--- config.mk ---
export PLATFORM = sky130hd
export DESIGN_NAME = pipeline_ctrl_flat
export DESIGN_NICKNAME = d
export VERILOG_FILES = /design/src/rtl/cpu_pkg.sv /design/src/rtl/pipeline_ctrl_if.sv /design/src/rtl/instr_src_decode.sv /design/src/rtl/pipeline_ctrl.sv /design/src/flat_wrapper.sv
export SDC_FILE = /design/constraint.sdc
export NUM_CORES = 1
export LEC_CHECK = 0
export BUFFER_PORTS_ARGS = -buffer_cell sky130_fd_sc_hd__buf_2
export CAP_MARGIN = 10
export CORE_MARGIN = 3
export CORE_UTILIZATION = 50
export DETAILED_ROUTE_END_ITERATION = 8
export PLACE_DENSITY = 0.74
export SLEW_MARGIN = 20
export SYNTH_ARGS = -nofsm -noshare
export SYNTH_HDL_FRONTEND = slang
export SYNTH_HIERARCHICAL = 1
export SYNTH_SLANG_ARGS = --single-unit
--- constraint.sdc ---
create_clock -name clk -period 2.15 [get_ports clk]
set_input_delay 0.1075 -clock clk [delete_from_list [all_inputs] [get_ports clk]]
set_output_delay 0.1075 -clock clk [all_outputs]
set_load 0.01 [all_outputs]
--- src/rtl/cpu_pkg.sv ---
// Shared definitions for the 16-bit 5-stage pipeline control path.
// Latency: n/a (constants and types only).
// Backpressure: n/a.
package cpu_pkg;

  // Opcodes (id_instr[15:12])
  localparam logic [3:0] OP_RTYPE = 4'd0;
  localparam logic [3:0] OP_ADDI  = 4'd1;
  localparam logic [3:0] OP_SLTI  = 4'd3;
  localparam logic [3:0] OP_LW    = 4'd4;
  localparam logic [3:0] OP_SW    = 4'd5;
  localparam logic [3:0] OP_BEQ   = 4'd6;
  localparam logic [3:0] OP_HALT  = 4'd15;

  // Instruction field bit ranges
  localparam int OPC_HI = 15;
  localparam int OPC_LO = 12;
  localparam int RS_HI  = 11;
  localparam int RS_LO  = 9;
  localparam int RT_HI  = 8;
  localparam int RT_LO  = 6;
  localparam int RD_HI  = 5;
  localparam int RD_LO  = 3;

  // Sequencer state, kept as plain encoded constants
  typedef logic [1:0] ctrl_state_t;
  localparam ctrl_state_t ST_RUN    = 2'd0;
  localparam ctrl_state_t ST_DRAIN  = 2'd1;
  localparam ctrl_state_t ST_HALTED = 2'd2;

endpackage

--- src/rtl/pipeline_ctrl_if.sv ---
// Bundle between the stall/flush sequencer and the pipeline datapath.
// Latency: n/a (wires only).
// Backpressure: mem_wait from the datapath freezes the whole pipe.
interface pipeline_ctrl_if;
  logic [15:0] id_instr;
  logic        id_valid;
  logic        branch_taken;
  logic        mem_wait;
  logic        pc_en;
  logic        pc_sel_branch;
  logic        if_id_en;
  logic        if_id_flush;
  logic        id_ex_flush;
  logic        ex_ma_en;
  logic        ma_wb_en;
  logic        halted;
  logic [15:0] stall_count;
  logic        timeout_err;

  // Controller side
  modport master (
    input  id_instr, id_valid, branch_taken, mem_wait,
    output pc_en, pc_sel_branch, if_id_en, if_id_flush, id_ex_flush,
           ex_ma_en, ma_wb_en, halted, stall_count, timeout_err
  );

  // Datapath side
  modport slave (
    output id_instr, id_valid, branch_taken, mem_wait,
    input  pc_en, pc_sel_branch, if_id_en, if_id_flush, id_ex_flush,
           ex_ma_en, ma_wb_en, halted, stall_count, timeout_err
  );
endinterface

--- src/rtl/instr_src_decode.sv ---
// Source/destination register decode of the instruction sitting in ID.
// Latency: purely combinational.
// Backpressure: none.
module instr_src_decode
  import cpu_pkg::*;
(
  input  logic [15:0] instr_i,
  output logic        rs_used_o,
  output logic        rt_used_o,
  output logic [2:0]  rs_o,
  output logic [2:0]  rt_o,
  output logic        is_load_o,
  output logic [2:0]  dest_o,
  output logic        is_halt_o
);
  logic [3:0] opc;
  logic [2:0] rd;
  // funct bits belong to the ALU decode, not to hazard detection
  logic       unused_funct;

  assign opc          = instr_i[OPC_HI:OPC_LO];
  assign rs_o         = instr_i[RS_HI:RS_LO];
  assign rt_o         = instr_i[RT_HI:RT_LO];
  assign rd           = instr_i[RD_HI:RD_LO];
  assign unused_funct = ^instr_i[2:0];

  // Which register fields an opcode actually reads, and where it writes
  always_comb begin
    rs_used_o = 1'b0;
    rt_used_o = 1'b0;
    is_load_o = 1'b0;
    dest_o    = rt_o;
    is_halt_o = 1'b0;
    case (opc)
      OP_RTYPE: begin
        rs_used_o = 1'b1;
        rt_used_o = 1'b1;
        dest_o    = rd;
      end
      OP_ADDI, OP_SLTI: rt_used_o = 1'b1;
      OP_LW: begin
        rs_used_o = 1'b1;
        is_load_o = 1'b1;
      end
      OP_SW, OP_BEQ: begin
        rs_used_o = 1'b1;
        rt_used_o = 1'b1;
      end
      OP_HALT: is_halt_o = 1'b1;
      default: ;
    endcase
  end
endmodule

--- src/rtl/pipeline_ctrl.sv ---
// Stall/flush sequencer: load-use stall, taken-beq squash, mem freeze, HALT drain.
// Latency: controls are combinational from state+inputs, acting at the next clk edge.
// Backpressure: mem_wait freezes every pipeline enable; DRAIN/HALTED stop fetch.
module pipeline_ctrl
  import cpu_pkg::*;
#(
  parameter int DRAIN_CYCLES = 3,
  parameter int MEM_TIMEOUT  = 64
) (
  input logic             clk,
  input logic             rst,
  pipeline_ctrl_if.master bus
);
  localparam logic [2:0] DRAIN_INIT = 3'(DRAIN_CYCLES);
  localparam logic [7:0] WAIT_LIMIT = 8'(MEM_TIMEOUT);

  logic        rs_used, rt_used, is_load, is_halt;
  logic [2:0]  rs, rt, dest;

  ctrl_state_t state_q, state_d;
  logic [2:0]  drain_cnt_q, drain_cnt_d;
  logic [7:0]  wait_cnt_q, wait_cnt_d;
  logic        timeout_q, timeout_d;
  logic [15:0] stall_cnt_q, stall_cnt_d;
  logic        ex_load_q, ex_load_d;
  logic [2:0]  ex_dest_q, ex_dest_d;

  logic pc_en, pc_sel_branch, if_id_en, if_id_flush, id_ex_flush;
  logic ex_ma_en, ma_wb_en;
  logic load_use, id_ex_adv;

  instr_src_decode u_dec (
    .instr_i   (bus.id_instr),
    .rs_used_o (rs_used),
    .rt_used_o (rt_used),
    .rs_o      (rs),
    .rt_o      (rt),
    .is_load_o (is_load),
    .dest_o    (dest),
    .is_halt_o (is_halt)
  );

  // A load in EX whose target is read by the real instruction in ID cannot be forwarded
  assign load_use = bus.id_valid && ex_load_q &&
                    ((rs_used && (rs == ex_dest_q)) || (rt_used && (rt == ex_dest_q)));

  // Control outputs and FSM next state, highest-priority condition first
  always_comb begin
    pc_en         = 1'b0;
    pc_sel_branch = 1'b0;
    if_id_en      = 1'b0;
    if_id_flush   = 1'b0;
    id_ex_flush   = 1'b0;
    ex_ma_en      = 1'b0;
    ma_wb_en      = 1'b0;
    state_d       = state_q;
    drain_cnt_d   = drain_cnt_q;
    if (rst) begin
      if_id_flush = 1'b1;
      id_ex_flush = 1'b1;
    end else begin
      case (state_q)
        ST_RUN: begin
          if (bus.mem_wait) begin
            // full freeze; a pending branch stays held in EX by the datapath
          end else if (bus.branch_taken) begin
            pc_en         = 1'b1;
            pc_sel_branch = 1'b1;
            if_id_en      = 1'b1;
            if_id_flush   = 1'b1;
            id_ex_flush   = 1'b1;
            ex_ma_en      = 1'b1;
            ma_wb_en      = 1'b1;
          end else if (load_use) begin
            id_ex_flush = 1'b1;
            ex_ma_en    = 1'b1;
            ma_wb_en    = 1'b1;
          end else begin
            pc_en    = 1'b1;
            if_id_en = 1'b1;
            ex_ma_en = 1'b1;
            ma_wb_en = 1'b1;
            if (bus.id_valid && is_halt) begin
              state_d     = ST_DRAIN;
              drain_cnt_d = DRAIN_INIT;
            end
          end
        end
        ST_DRAIN: begin
          if_id_flush = 1'b1;
          id_ex_flush = 1'b1;
          ex_ma_en    = !bus.mem_wait;
          ma_wb_en    = !bus.mem_wait;
          if (!bus.mem_wait) begin
            drain_cnt_d = drain_cnt_q - 3'd1;
            if (drain_cnt_d == 3'd0) state_d = ST_HALTED;
          end
        end
        default: ;
      endcase
    end
  end

  // ID/EX only moves in RUN when not frozen; a bubble wipes the load tracker
  assign id_ex_adv = (state_q == ST_RUN) && !bus.mem_wait && !id_ex_flush;

  // Next value of the EX load tracker
  always_comb begin
    ex_load_d = ex_load_q;
    ex_dest_d = ex_dest_q;
    if (id_ex_flush) begin
      ex_load_d = 1'b0;
      ex_dest_d = 3'd0;
    end else if (id_ex_adv) begin
      ex_load_d = bus.id_valid && is_load;
      ex_dest_d = dest;
    end
  end

  // Saturating stall counter, memory wait counter and sticky timeout flag
  always_comb begin
    stall_cnt_d = stall_cnt_q;
    if (((state_q == ST_RUN) || (state_q == ST_DRAIN)) && !pc_en &&
        (stall_cnt_q != 16'hFFFF))
      stall_cnt_d = stall_cnt_q + 16'd1;
    if (!bus.mem_wait)
      wait_cnt_d = 8'd0;
    else if (wait_cnt_q != WAIT_LIMIT)
      wait_cnt_d = wait_cnt_q + 8'd1;
    else
      wait_cnt_d = wait_cnt_q;
    timeout_d = timeout_q || (wait_cnt_d == WAIT_LIMIT);
  end

  // State registers; reset aborts everything immediately
  always_ff @(posedge clk or posedge rst) begin
    if (rst) begin
      state_q     <= ST_RUN;
      drain_cnt_q <= 3'd0;
      wait_cnt_q  <= 8'd0;
      timeout_q   <= 1'b0;
      stall_cnt_q <= 16'd0;
      ex_load_q   <= 1'b0;
      ex_dest_q   <= 3'd0;
    end else begin
      state_q     <= state_d;
      drain_cnt_q <= drain_cnt_d;
      wait_cnt_q  <= wait_cnt_d;
      timeout_q   <= timeout_d;
      stall_cnt_q <= stall_cnt_d;
      ex_load_q   <= ex_load_d;
      ex_dest_q   <= ex_dest_d;
    end
  end

  assign bus.pc_en         = pc_en;
  assign bus.pc_sel_branch = pc_sel_branch;
  assign bus.if_id_en      = if_id_en;
  assign bus.if_id_flush   = if_id_flush;
  assign bus.id_ex_flush   = id_ex_flush;
  assign bus.ex_ma_en      = ex_ma_en;
  assign bus.ma_wb_en      = ma_wb_en;
  assign bus.halted        = (state_q == ST_HALTED);
  assign bus.stall_count   = stall_cnt_q;
  assign bus.timeout_err   = timeout_q;
endmodule

--- src/flat_wrapper.sv ---
// flat-port wrapper written by rule: the top's interface ports become plain ports
module pipeline_ctrl_flat import cpu_pkg::*;
#(
  parameter int DRAIN_CYCLES = 3,
  parameter int MEM_TIMEOUT  = 64
)
  (clk, rst, bus_id_instr, bus_id_valid, bus_branch_taken, bus_mem_wait, bus_pc_en, bus_pc_sel_branch, bus_if_id_en, bus_if_id_flush, bus_id_ex_flush, bus_ex_ma_en, bus_ma_wb_en, bus_halted, bus_stall_count, bus_timeout_err);
  pipeline_ctrl_if bus_i ();
  input logic clk;
  input logic rst;
  input wire logic [$bits(bus_i.id_instr)-1:0] bus_id_instr;
  input wire logic [$bits(bus_i.id_valid)-1:0] bus_id_valid;
  input wire logic [$bits(bus_i.branch_taken)-1:0] bus_branch_taken;
  input wire logic [$bits(bus_i.mem_wait)-1:0] bus_mem_wait;
  output wire logic [$bits(bus_i.pc_en)-1:0] bus_pc_en;
  output wire logic [$bits(bus_i.pc_sel_branch)-1:0] bus_pc_sel_branch;
  output wire logic [$bits(bus_i.if_id_en)-1:0] bus_if_id_en;
  output wire logic [$bits(bus_i.if_id_flush)-1:0] bus_if_id_flush;
  output wire logic [$bits(bus_i.id_ex_flush)-1:0] bus_id_ex_flush;
  output wire logic [$bits(bus_i.ex_ma_en)-1:0] bus_ex_ma_en;
  output wire logic [$bits(bus_i.ma_wb_en)-1:0] bus_ma_wb_en;
  output wire logic [$bits(bus_i.halted)-1:0] bus_halted;
  output wire logic [$bits(bus_i.stall_count)-1:0] bus_stall_count;
  output wire logic [$bits(bus_i.timeout_err)-1:0] bus_timeout_err;
  assign bus_i.id_instr = bus_id_instr;
  assign bus_i.id_valid = bus_id_valid;
  assign bus_i.branch_taken = bus_branch_taken;
  assign bus_i.mem_wait = bus_mem_wait;
  assign bus_pc_en = bus_i.pc_en;
  assign bus_pc_sel_branch = bus_i.pc_sel_branch;
  assign bus_if_id_en = bus_i.if_id_en;
  assign bus_if_id_flush = bus_i.if_id_flush;
  assign bus_id_ex_flush = bus_i.id_ex_flush;
  assign bus_ex_ma_en = bus_i.ex_ma_en;
  assign bus_ma_wb_en = bus_i.ma_wb_en;
  assign bus_halted = bus_i.halted;
  assign bus_stall_count = bus_i.stall_count;
  assign bus_timeout_err = bus_i.timeout_err;
  pipeline_ctrl #(.DRAIN_CYCLES(DRAIN_CYCLES), .MEM_TIMEOUT(MEM_TIMEOUT)) u_core (.clk(clk), .rst(rst), .bus(bus_i));
endmodule
==> metrics list, run 1 <==
* Outcome: finished, final reports clean
- Cells along the critical path: xor2_1 > nor4_4 > nor3_1 > o31ai_1 > buf_2
* H-tree Lvls: 2
* Max_cap viols: 0
- The floorplan step defined a die boundary enclosing 5120 sq um.
- Row generation in the floorplan step produced 23 rows.
- The initial antenna violation count is 0.
- GR Overflow Total: 0
* Part of the total power dissipated in the clock network: 39.5%
* Finished Layout Cells: 313
- Synth Flop Type: sky130_fd_sc_hd__dfrtp_1
* Drt pass-1 iters: 4
- Final hold viol count: 0
- STA classifies the critical path startpoint as a register.
- STA classifies the critical path endpoint as a primary output.
* Final weighted congestion of routability-driven global placement: 0.831
- Number of failing setup endpoints in the final timing report: 0
- Area of the mapped netlist: 2150 sq um
* Path type of the worst min-delay path: primary input to register
- In this run, synthesis produced a sequential element count of 34.
- IR analysis of the VDD net gives a maximum drop of 0.273 mV.
- The clock arrives with 7.04 ps of skew.
- The filler cells instantiated in the layout total 344.
- Entering global routing, the biggest net connects 35 pins.
* Via count of the first global-routing pass: 1694
* HPWL after detailed placement: 3.31 mm
- The worst path uses 90.7% of the clock period.
- The synthesized design contains 0 enable-type register cells.
- The core region is 4060 sq um.
- Overall routing resource usage: 19.4%
- Via density per instance: 5.55
* Placed Instances: 301
* Areal power density over the cells: 510 nW/um^2
- Count of synthesis-stage warnings from yosys: 6
* Initial DRC Count: 106
- Headroom to the max-slew limit came out at 69.7%.
- In this run the static leakage power is 1.24 nW.
- After synthesis, the share of flip-flops with an asynchronous set or reset is 100%.
- Antenna-violating nets left: 0
- Net switching is 25.5% of the power.
- For the pin with the worst max-slew slack, the measured transition is 448 ps.
- Vertical extent of the die: 71.5 um
* Total DRC errors in the routed layout: 0
- Broken down by cell family, the worst path's largest delay share belongs to simple AND/OR/NAND/NOR gates.
* Share of the yosys chip area belonging to registers: 39.6%
- Synthesis produced 215 cells.
- Register clock-pin slew on the reported worst setup and hold paths: 70 ps
- Derived from the worst setup path, the maximum achievable clock frequency is 513 MHz.
- After routing the design area is 2500 sq um.
- Root buffer selected by CTS: sky130_fd_sc_hd__clkbuf_8
- Switching Power: 325 uW
- The floorplan step set the die width to 71.5 um.
* Fin util: 61.7%
- Setup repair after global routing left no endpoint under its margin.
- TritonCTS built the clock tree.
- Category of the critical setup timing path: register to primary output
- Clock Sink Count: 34
- The number of buffers and inverters on the critical path is 1.
- The count of final max-slew check failures was 0.
- Post-cts sizing count: 0
- NumNets Final: 288
- Maximum root-to-sink buffer count: 2
- Via count of the routed design: 1738
- Cell internal power was estimated by the tool at 952 uW.
- The final layout contains routed wiring with a total length of 4.54 mm.
- In the final routed layout, each cell accounts on average for 14.5 um.
- Initial Util: 52.9%
* CTS buffer count: 5
- Placement-stage cell area: 2380 sq um
- Antenna cell count: 0
- Insertion delay of the later-clocked pin in the worst-skew pair: 290 ps
* Synthesis-to-layout area growth: 16.7%
- Gate power share: 8.8%
* Arrival time reported for the critical path endpoint: 1840 ps
- The first global-routing pass estimated 7.87 mm of wire.
- The completed layout was analyzed and its total power is 1.28 mW.
- Largest fanout of any net on the critical path: 3
- Total nets after synthesis: 241
- In the final layout, the share of cells above drive strength 1 is 29.3%.
- Buffers placed on the I/O ports in this run total 42.
- Averaged over all synthesized cells, the footprint is 9.99 sq um.
- For the worst setup path, the data required time is 2040 ps.
* Max incr delay on CP: 420 ps
* Minimum clock period: 1950 ps
- Sequential share of power: 51.7%
- The slowest stage of the critical path is the sky130_fd_sc_hd__dfrtp_1 cell.
- Yosys mapped the design onto 46 distinct sky130hd cell types.
- I/O pin count: 46
[placed cells by master (no fill, tap or decap), types with 2 or more instances in the layout]
master,instances
sky130_fd_sc_hd__nor4_1,5
sky130_fd_sc_hd__o31ai_1,2
sky130_fd_sc_hd__and3_1,4
sky130_fd_sc_hd__or3_1,3
sky130_fd_sc_hd__clkbuf_8,6
sky130_fd_sc_hd__inv_1,12
sky130_fd_sc_hd__nor3_1,10
sky130_fd_sc_hd__a22o_1,3
sky130_fd_sc_hd__nand3_1,12
sky130_fd_sc_hd__nand3b_1,2
sky130_fd_sc_hd__nor4_4,5
sky130_fd_sc_hd__xnor2_1,4
sky130_fd_sc_hd__xor2_1,24
sky130_fd_sc_hd__nand2_1,9
sky130_fd_sc_hd__ha_1,5
sky130_fd_sc_hd__a32o_1,2
sky130_fd_sc_hd__buf_4,10
sky130_fd_sc_hd__nor3_2,2
sky130_fd_sc_hd__buf_2,42
sky130_fd_sc_hd__o21ai_0,7
sky130_fd_sc_hd__nand4_1,11
sky130_fd_sc_hd__mux2_2,4
sky130_fd_sc_hd__nor2_1,15
sky130_fd_sc_hd__dfrtp_1,34
sky130_fd_sc_hd__a21oi_1,7
[worst min-delay path: stages]
cell and delay [ps]:
sky130_fd_sc_hd__buf_2 130, sky130_fd_sc_hd__nand4_1 60, sky130_fd_sc_hd__a21boi_0 70
[cell families after synthesis]
logic type                 after synthesis  synth area share (%)
AOI/OAI and AO/OA                       32                  10.4
xor gates and xnor gates                28                  11.4
adders and majority gates                6                  3.38
buffers and inverters                   25                  6.53
DFF                                     34                  39.6
muxes                                    4                  2.10
and+or+nand+nor                         86                  26.5
[synth_stat cells (2+ instances only)]
cell type / n / area share, %
sky130_fd_sc_hd__dfrtp_1: 34 / 40
sky130_fd_sc_hd__xor2_1: 24 / 9.8
sky130_fd_sc_hd__nor2_1: 15 / 2.6
sky130_fd_sc_hd__inv_1: 12 / 2.1
sky130_fd_sc_hd__nand3_1: 12 / 2.8
sky130_fd_sc_hd__nand4_1: 11 / 3.2
sky130_fd_sc_hd__nor3_1: 10 / 2.3
sky130_fd_sc_hd__nand2_1: 9 / 1.6
sky130_fd_sc_hd__buf_4: 8 / 2.8
sky130_fd_sc_hd__a21oi_1: 7 / 1.6
sky130_fd_sc_hd__o21ai_0: 7 / 1.6
sky130_fd_sc_hd__ha_1: 5 / 2.9
sky130_fd_sc_hd__nor4_1: 5 / 1.5
sky130_fd_sc_hd__nor4_4: 5 / 5.0
sky130_fd_sc_hd__and3_1: 4 / 1.2
sky130_fd_sc_hd__mux2_2: 4 / 2.1
sky130_fd_sc_hd__xnor2_1: 4 / 1.6
sky130_fd_sc_hd__a22o_1: 3 / 1.2
sky130_fd_sc_hd__or3_1: 3 / 0.87
sky130_fd_sc_hd__a32o_1: 2 / 0.93
sky130_fd_sc_hd__buf_6: 2 / 1.0
sky130_fd_sc_hd__clkbuf_1: 2 / 0.35
sky130_fd_sc_hd__nand3b_1: 2 / 0.70
sky130_fd_sc_hd__nor3_2: 2 / 0.93
sky130_fd_sc_hd__o31ai_1: 2 / 0.70
[layer usage]
metal | vias to the layer above | track usage [%] | wire length (um)
li1 | 870 | - | -
met3 | 6 | 4.77 | 246
met2 | 49 | 29.4 | 2120
met4 | 0 | 7.93 | 63
met5 | - | 0 | 0
met1 | 813 | 26.4 | 2110
[area by class of cell]
type / count / area (sq um) / share of cell area [%]
Tap cell: 50 / 62.6 / 2.50
Multi-Input combinational cell: 156 / 1160 / 46.2
Clock buffer: 6 / 82.6 / 3.30
Timing Repair Buffer: 53 / 295 / 11.8
Sequential cell: 34 / 851 / 34.0
Inverter: 12 / 45.0 / 1.80
Clock inverter: 2 / 12.5 / 0.500
[power groups by stage]
stage                     Combinational (mW)  Clock [mW]  Sequential [mW]
after CTS                              0.114       0.521            0.661
after detailed placement               0.112           0            0.673
final                                  0.112       0.504            0.661
after global placement                 0.109           0            0.673
after global routing                   0.127       0.544            0.663
after floorplan                       0.0696           0            0.673
[state kept, by name (all words and copies together) (netlist names)]
signal / flops
u_core/ex_dest_q: 3
u_core/wait_cnt_q: 8
u_core/state_q: 2
u_core/bus.timeout_err: 1
u_core/drain_cnt_q: 3
u_core/ex_load_q: 1
u_core/bus.stall_count: 16
[metrics by stage]
stage / setup WS (ps) / hold WS, ps / TNS (ps)
after floorplan: 267 / 255 / 0
after global placement: 108 / 296 / 0
after detailed placement: -4.26 / 306 / -4.26
after CTS: 76.5 / 110 / 0
after global routing: 75.8 / 122 / 0
final: 200 / 121 / 0
[repair_timing]
action / 4_1_cts / 5_1_grt
hold endpoints to repair: 34 / 0
setup endpoints to repair: 0 / 2
hold buffers: 1 / 0
setup buffers: 0 / 3
[worst paths after layout]
path                                         from                   endpoint  slack [ps]  depth (start not counted)
min in group asynchronous                     rst       u_core/wait_cnt_q[2]         520                          4
max                           u_core/ex_dest_q[2]            bus_id_ex_flush         200                          5
min                                  bus_id_valid          u_core/state_q[0]         120                          3
max in group asynchronous                     rst      u_core/drain_cnt_q[1]        1320                          4
min reg2reg                u_core/bus.timeout_err     u_core/bus.timeout_err         480                          1
max reg2reg                   u_core/ex_dest_q[0]  u_core/bus.stall_count[1]         220                          6
Power figures use the tool's default switching activity.
==> run 2: changes to the inputs <==
--- a/config.mk
+++ b/config.mk
@@ -10,9 +10,8 @@
 export CORE_MARGIN = 3
 export CORE_UTILIZATION = 50
 export DETAILED_ROUTE_END_ITERATION = 8
-export PLACE_DENSITY = 0.74
+export PLACE_DENSITY = 0.75
 export SLEW_MARGIN = 20
 export SYNTH_ARGS = -nofsm -noshare
 export SYNTH_HDL_FRONTEND = slang
-export SYNTH_HIERARCHICAL = 1
 export SYNTH_SLANG_ARGS = --single-unit
==> run 2 against run 1 <==
Net effect: critical path depth stayed put; worst hold slack better by 45 ps; clock skew shrank 3.4 ps; flip-flop and latch count is the same; global-route usage is 0.18 points higher; final area is 7.1% lower; area after synthesis fell by 9.8%; clock-buffer cell count is 1 higher; via count fell by 7.8%; total power increased by 67%; die area down 9.0%; final cell count fell by 6.7%; largest power group unchanged.
==> metrics list, run 2 <==
- After detailed routing, the total wire length is 4.04 mm.
* Initial Util: 55.0%
- Max-slew violation total from the final report: 0
- Category of the critical setup timing path: register to register
* Max VDD drop: 0.598 mV
* Number of enable flip-flop cells after synthesis: 0
* Max_cap viols: 0
- Yosys printed 0 warnings.
* Kind of end point of the critical path: register
- TritonCTS built the clock tree.
- Leaving out fill and tap cells, the most frequent cell in the layout is sky130_fd_sc_hd__buf_2.
- Power spread over the standard cell area amounts to 915 nW/um^2.
- By count the netlist is led by sky130_fd_sc_hd__dfrtp_1 (34), sky130_fd_sc_hd__xnor2_1 (18), sky130_fd_sc_hd__nor2_1 (15).
- Setup TNS after final layout: 0 ps
* Antenna violations before repair: 0
- Area of the mapped netlist: 1940 sq um
* Area taken by multi-input logic gates: 1000 sq um
* Relative slew slack: 49.9%
- Minimum clock period: 1980 ps
* NumNets Final: 271
- Sorting the synthesized cells by area gives the leading types as sky130_fd_sc_hd__dfrtp_1 (44%), sky130_fd_sc_hd__xnor2_1 (8.1%), sky130_fd_sc_hd__xor2_1 (5.0%), sky130_fd_sc_hd__and3_1 (3.6%), sky130_fd_sc_hd__ha_1 (3.2%).
- Total DRC errors in the routed layout: 0
- Multiplexer area fraction after synthesis: 2.65%
- Number of filler cells placed in the layout: 324
- Dividing the detail-routed via count by the number of cells gives 5.49.
- For this run, global-route usage on met2 was measured as 34.1%.
* Critical path data required time: 2310 ps
* Flip-flop and latch count after synthesis: 34
- Synthesized-area fraction occupied by adder cells: 3.23%
* Area of all sequential standard cells: 851 sq um
- Register clock-pin slew on the reported worst setup and hold paths: 70 ps
- Pin count of the biggest net entering global routing: 35
* Worst Setup Start Kind: register
- Post-CTS repair timing setup buffer count: 0
- Via count of the first global-routing pass: 1581
- Overall power after layout: 2.13 mW
- Arrival time reported for the critical path endpoint: 2150 ps
- Largest fanout of any net on the critical path: 16
- The later pin in the worst-skew pair is clocked with a latency of 280 ps.
* Path type of the worst min-delay path: primary input to register
- The cell sitting at the root of the clock tree is a sky130_fd_sc_hd__clkbuf_8.
- The run finished with clean final reports.
- Summing the areas of all compound-gate instances in the mapped netlist gives 9.50% of the synthesized area.
* Global route hottest layer: met2
- Summed over all layers, the global routing overflow is 0.
* I/O pin count: 46
- Summing the sequential cell areas from Yosys gives 44.0% of the chip area.
- Antenna cell count: 0
* Final worst setup slack: 166 ps
- WL per Instance: 13.8 um
- Max Clk Rate: 504 MHz
* Leakage power figure: 1.15 nW
- Final hold viol count: 0
* Worst slack on hold paths: 166 ps
- In the synthesized netlist the dominant register cell turns out to be sky130_fd_sc_hd__dfrtp_1.
* Number of failing setup endpoints in the final timing report: 0
- The most common cell in the synthesized netlist is sky130_fd_sc_hd__dfrtp_1.
- After the flow finishes, the layout carries non-filler instances totaling 292.
- Drt pass-1 iters: 4
- In this run the standard cell core region covers 3520 sq um.
* Met3 Usage GRT: 4.60%
* Met1 GRT Util: 23.5%
- Share of cells above drive strength 1: 24.4%
- Placed Instances: 283
- Max FFs per register: 16
- Of the total synthesized cell area, the portion taken by XOR and XNOR cells is 13.1%.
- Fin crit share: 92.3%
- H-tree Lvls: 2
- The count of buffers added on input and output ports is 42.
- After the first detailed-routing iteration, the DRC count stood at 56.
- By area, the combinational part of the netlist is dominated by simple AND/OR/NAND/NOR gates.
- Cell taking the most area after synthesis: sky130_fd_sc_hd__dfrtp_1
- The wire-length estimate of the detail-placed layout is 3.02 mm.
* Setup repair after global routing missed its margin: false
- Of all flip-flops after synthesis, the portion carrying an async set or reset was 100%.
- Pre-CTS setup slack: 149 ps
- Of the post-synthesis cell area, the dominant cell type holds 44.0%.
- The number of different library cells used by synthesis comes to 43.
- The die is 68.2 um tall.
* Average instance area after synthesis: 9.98 sq um
- Once detail routing completed, the nets flagged for antenna violations numbered 0.
- CTS saw 34 sinks.
- Via count of the routed design: 1602
- Buffers inserted during clock tree synthesis total 5.
- Wire length of the first global-routing pass: 6.83 mm
- No sink is reached through more buffers than the 2 on the longest clock path.
- After Yosys synthesis, and, or, nand and nor cells account for 23.4% of the synthesized area.
- Synthesis handed over a netlist of 194 instances.
- Chip Width: 68.2 um
- Routability-driven placement finished with a final weighted congestion of 0.854.
* Placement row count: 21
* Setup clock skew after layout: 3.68 ps
- For the pin with the worst max-slew slack, the measured transition is 745 ps.
- Overall routing resource usage: 19.5%
- The die covers 4650 sq um.
- From synthesis to final layout, the design area changed by 20.2%.
* Commonest non-fill, non-tap cells in the layout: sky130_fd_sc_hd__buf_2 (42), sky130_fd_sc_hd__dfrtp_1 (34), sky130_fd_sc_hd__xnor2_1 (18)
- Total nets after synthesis: 220
==> run 2: cell types whose count changed in the layout (fill, tap and decap cells not counted), moves of 4 or more <==
cell / previous run / this run
sky130_fd_sc_hd__xnor2_1: 4 / 18
sky130_fd_sc_hd__xor2_1: 24 / 11
sky130_fd_sc_hd__and3_1: 4 / 11
sky130_fd_sc_hd__nand4_1: 11 / 5
sky130_fd_sc_hd__nor3_1: 10 / 4
sky130_fd_sc_hd__inv_1: 12 / 7
sky130_fd_sc_hd__nor4_4: 5 / 0
sky130_fd_sc_hd__a211oi_1: 1 / 5
sky130_fd_sc_hd__and4_1: 0 / 4
sky130_fd_sc_hd__mux2_2: 4 / 0
sky130_fd_sc_hd__mux2i_1: 0 / 4
==> run 2: final timing paths <==
kind	startpoint	to	slack, ps	cells after the start
setup / recovery	u_core.ex_dest_q[2]	u_core.bus.stall_count[1]	170	5
hold / removal	bus_id_instr[3]	u_core.ex_dest_q[0]	170	3
setup reg to reg	u_core.ex_dest_q[2]	u_core.bus.stall_count[1]	170	5
hold reg to reg	u_core.bus.timeout_err	u_core.bus.timeout_err	470	1
max in group asynchronous	rst	u_core.bus.stall_count[10]	1320	4
min in group asynchronous	rst	u_core.drain_cnt_q[2]	520	4
==> run 2: what timing repair did <==
action | CTS | global route
hold buffers | 1 | 0
endpoints found under the hold margin | 34 | 0
resized for setup | 0 | 0
==> run 2: critical path, stage by stage, from the launching register on <==
cell and delay (ps):
sky130_fd_sc_hd__dfrtp_1 410, sky130_fd_sc_hd__xor2_1 180, sky130_fd_sc_hd__nor4_2 280, sky130_fd_sc_hd__o2111ai_1 200, sky130_fd_sc_hd__a21oi_4 420, sky130_fd_sc_hd__mux2_1 370
==> run 2: final cells by class <==
type	count	share of cell area, %
well taps	46	2.47
clock buffers	7	3.28
multi-input cells	145	43.2
repair buffers	50	11.7
clock inverters	1	1.29
flip-flops and latches	34	36.6
inverters	9	1.45
==> run 2: cell families after synthesis <==
logic type	count (synthesis)
and+or+nand+nor	80
muxes	5
AOI/OAI and AO/OA	26
DFF	34
xor gates and xnor gates	29
adders and majority gates	5
buffers and inverters	15
==> run 2: metrics by stage <==
step / util [%] / cell area [sq um]
2_1_floorplan: - / 1940
3_3_place_gp: 62.8 / 2210
3_5_place_dp: 62.8 / 2210
4_1_cts: 66.1 / 2330
5_1_grt: 66.1 / 2330
6_report: 66.1 / 2330
==> run 2: power breakdown <==
part / switching, mW / internal (mW) / total (mW)
registers: 0.125 / 0.762 / 0.887
logic: 0.376 / 0.307 / 0.683
clock network: 0.212 / 0.346 / 0.559
==> run 2: routing by layer <==
metal  vias to the layer above  routed length, um
li1                        789                  -
met1                       779               1800
met2                        28               2030
met3                         6                152
met4                         0                 57
met5                         -                  0
==> run 3: changes to the inputs <==
--- a/config.mk
+++ b/config.mk
@@ -10,7 +10,7 @@
 export CORE_MARGIN = 3
 export CORE_UTILIZATION = 50
 export DETAILED_ROUTE_END_ITERATION = 8
-export PLACE_DENSITY = 0.75
+export PLACE_DENSITY = 0.86
 export SLEW_MARGIN = 20
 export SYNTH_ARGS = -nofsm -noshare
 export SYNTH_HDL_FRONTEND = slang
==> run 3 against run 2 <==
Net effect: register-to-register slack lost 60 ps; setup slack got worse by 59 ps; flip-flop and latch count did not move; first-iteration DRC count increased by 98%; critical path type unchanged; via count grew 1.5%; sequential power is essentially flat; final area unchanged; routed wire length increased by 0.12%; critical path depth did not move; final cell count is 0.68% higher; clock skew is 3.5 ps higher; utilization is the same.
==> metrics list, run 3 (synthesis gave the netlist of run 2 again) <==
* Destination of the critical timing path: u_core.bus.stall_count[1]
* Via count of the routed design: 1626
- Maximum root-to-sink buffer count: 2
- The H-tree was split into 2 levels.
* HPWL after detailed placement: 3.07 mm
* GR Overflow Total: 0
* Insertion delay of the later-clocked pin in the worst-skew pair: 280 ps
- Largest fanout of any net on the critical path: 16
* Number of filler cells placed in the layout: 294
- Max-slew violation total from the final report: 0
* Fin crit share: 95.0%
* Count of buffers inserted at the top-level ports: 42
- The worst setup path is launched from a register.
- After detailed placement, the total cell area comes to 2220 sq um.
- After routing, the total negative slack on setup checks comes to 0 ps.
- Setup repair after global routing left no endpoint under its margin.
- Dividing the detail-routed wire length by the instance count gives 13.8 um.
- Final hold viol count: 0
- The tool flagged a number of max-cap violations equal to 0.
- Static timing analysis puts the maximum clock frequency at 490 MHz.
* Areal power density over the cells: 883 nW/um^2
* CTS buffer count: 5
* Slew of the pin with the lowest slew margin: 505 ps
- Share of cells above drive strength 1: 25.4%
* Floorplan die area: 4650 sq um
- After routing the design area is 2330 sq um.
- In this run the tightest slew margin relative to its limit is 66.1%.
* Most common cell after layout, fill and taps aside: sky130_fd_sc_hd__buf_2
- For the final database, setup skew stands at 7.18 ps.
- Path type of the worst min-delay path: primary input to register
- The initial antenna violation count was 0.
- NumNets Final: 273
* Chip Width: 68.2 um
- Before CTS, the worst setup slack after placement is 131 ps.
- The first global-routing pass estimated 6.84 mm of wire.
* Pin count of the biggest net entering global routing: 35
* Register clock-pin slew on the reported worst setup and hold paths: 70 ps
- Category of the critical setup timing path: register to register
- Reg-to-reg critical path startpoint: u_core.ex_dest_q[2]
* Clock Sink Count: 34
* Antenna-violating nets left: 0
- Initial Util: 55.0%
- From synthesis to final layout, the design area changed by 20.2%.
- Area of all sequential standard cells: 851 sq um
- I/O pin count: 46
* Overall routing resource usage: 19.6%
- In this run, the number of DRC markers left after iteration 0 of detailed routing was 111.
* Final weighted congestion of routability-driven global placement: 0.879
- Core area: 3520 sq um
- Outcome: finished, final reports clean
- In this run the critical register-to-register path is captured at u_core.bus.stall_count[1].
- Antenna cell count: 0
- The via count of the first global-routing pass is 1601.
- Clock tree from TritonCTS: done
- Via density per instance: 5.53
* Fin util: 66.1%
- The worst setup path is captured at a register.
* Max FFs per register: 16
- Measured in cells, the most critical reg-to-reg path has a length of 5.
- Row generation in the floorplan step produced 21 rows.
- The worst register-to-register path has a setup slack of 110 ps.
- For this design the static power due to leakage is 1.16 nW.
* Critical path launch point: u_core.ex_dest_q[2]
* Vertical extent of the die: 68.2 um
- At the worst endpoint, the required time is 2310 ps.
- Number of failing setup endpoints in the final timing report: 0
* Post-cts sizing count: 0
- The first detailed-routing pass ran for 4 iterations.
* Commonest non-fill, non-tap cells in the layout: sky130_fd_sc_hd__buf_2 (42), sky130_fd_sc_hd__dfrtp_1 (34), sky130_fd_sc_hd__xnor2_1 (18)
- Minimum clock period: 2040 ps
- The worst path meets setup with 108 ps of slack.
- The routed design has 4.05 mm of wire.
- For this run, design rule violations remaining after detail routing come to 0.
- Max VDD drop: 0.578 mV
- Area taken by multi-input logic gates: 1000 sq um
* Root buffer selected by CTS: sky130_fd_sc_hd__clkbuf_8
* Arrival time reported for the critical path endpoint: 2210 ps
[run 3: power breakdown]
group / internal [mW] / switching, mW
Clock: 0.258 / 0.216
Sequential: 0.762 / 0.124
Combinational: 0.315 / 0.378
[run 3: stage by stage]
stage          total power, mW  hold slack [ps]  instances
2_1_floorplan             1.34              255        194
3_3_place_gp              1.56              273        285
3_5_place_dp              1.60              279        285
4_1_cts                   2.08              165        294
5_1_grt                   2.21              176        294
6_report                  2.05              168        294
[run 3: how the worst min path moves through the flow]
stage            startpoint                         to  cells after the start
2_1_floorplan           rst  u_core.bus.stall_count[0]                      1
3_3_place_gp            rst        u_core.ex_dest_q[1]                      3
3_5_place_dp            rst        u_core.ex_dest_q[1]                      3
4_1_cts        bus_mem_wait       u_core.wait_cnt_q[2]                      3
5_1_grt        bus_mem_wait       u_core.wait_cnt_q[2]                      3
6_report       bus_mem_wait       u_core.wait_cnt_q[2]                      3
[run 3: worst max-delay path: stages (launching register included)]
cell	delay, ps
sky130_fd_sc_hd__dfrtp_1	410
sky130_fd_sc_hd__xor2_1	180
sky130_fd_sc_hd__nor4_2	300
sky130_fd_sc_hd__o2111ai_1	230
sky130_fd_sc_hd__a21oi_4	430
sky130_fd_sc_hd__mux2_1	380
[run 3: repair_timing]
item / 4_1_cts / 5_1_grt
setup buffers: 0 / 0
endpoints found under the hold margin: 34 / 0
hold buffers: 1 / 0
[run 3: area by class of cell]
| type | instances | share of cell area (%) |
|---|---|---|
| Multi-Input combinational cell | 145 | 43.2 |
| Clock buffer | 7 | 3.71 |
| Clock inverter | 1 | 0.215 |
| Inverter | 9 | 1.45 |
| Sequential cell | 34 | 36.6 |
| Timing Repair Buffer | 52 | 12.4 |
| Tap cell | 46 | 2.47 |
[run 3: per-layer routing]
| layer | part of all wire [%] | global-route usage, % |
|---|---|---|
| met3 | 4.7 | 3.61 |
| met1 | 43 | 23.0 |
| met4 | 1.9 | 10.2 |
| met5 | 0 | 0 |
| met2 | 50 | 33.8 |
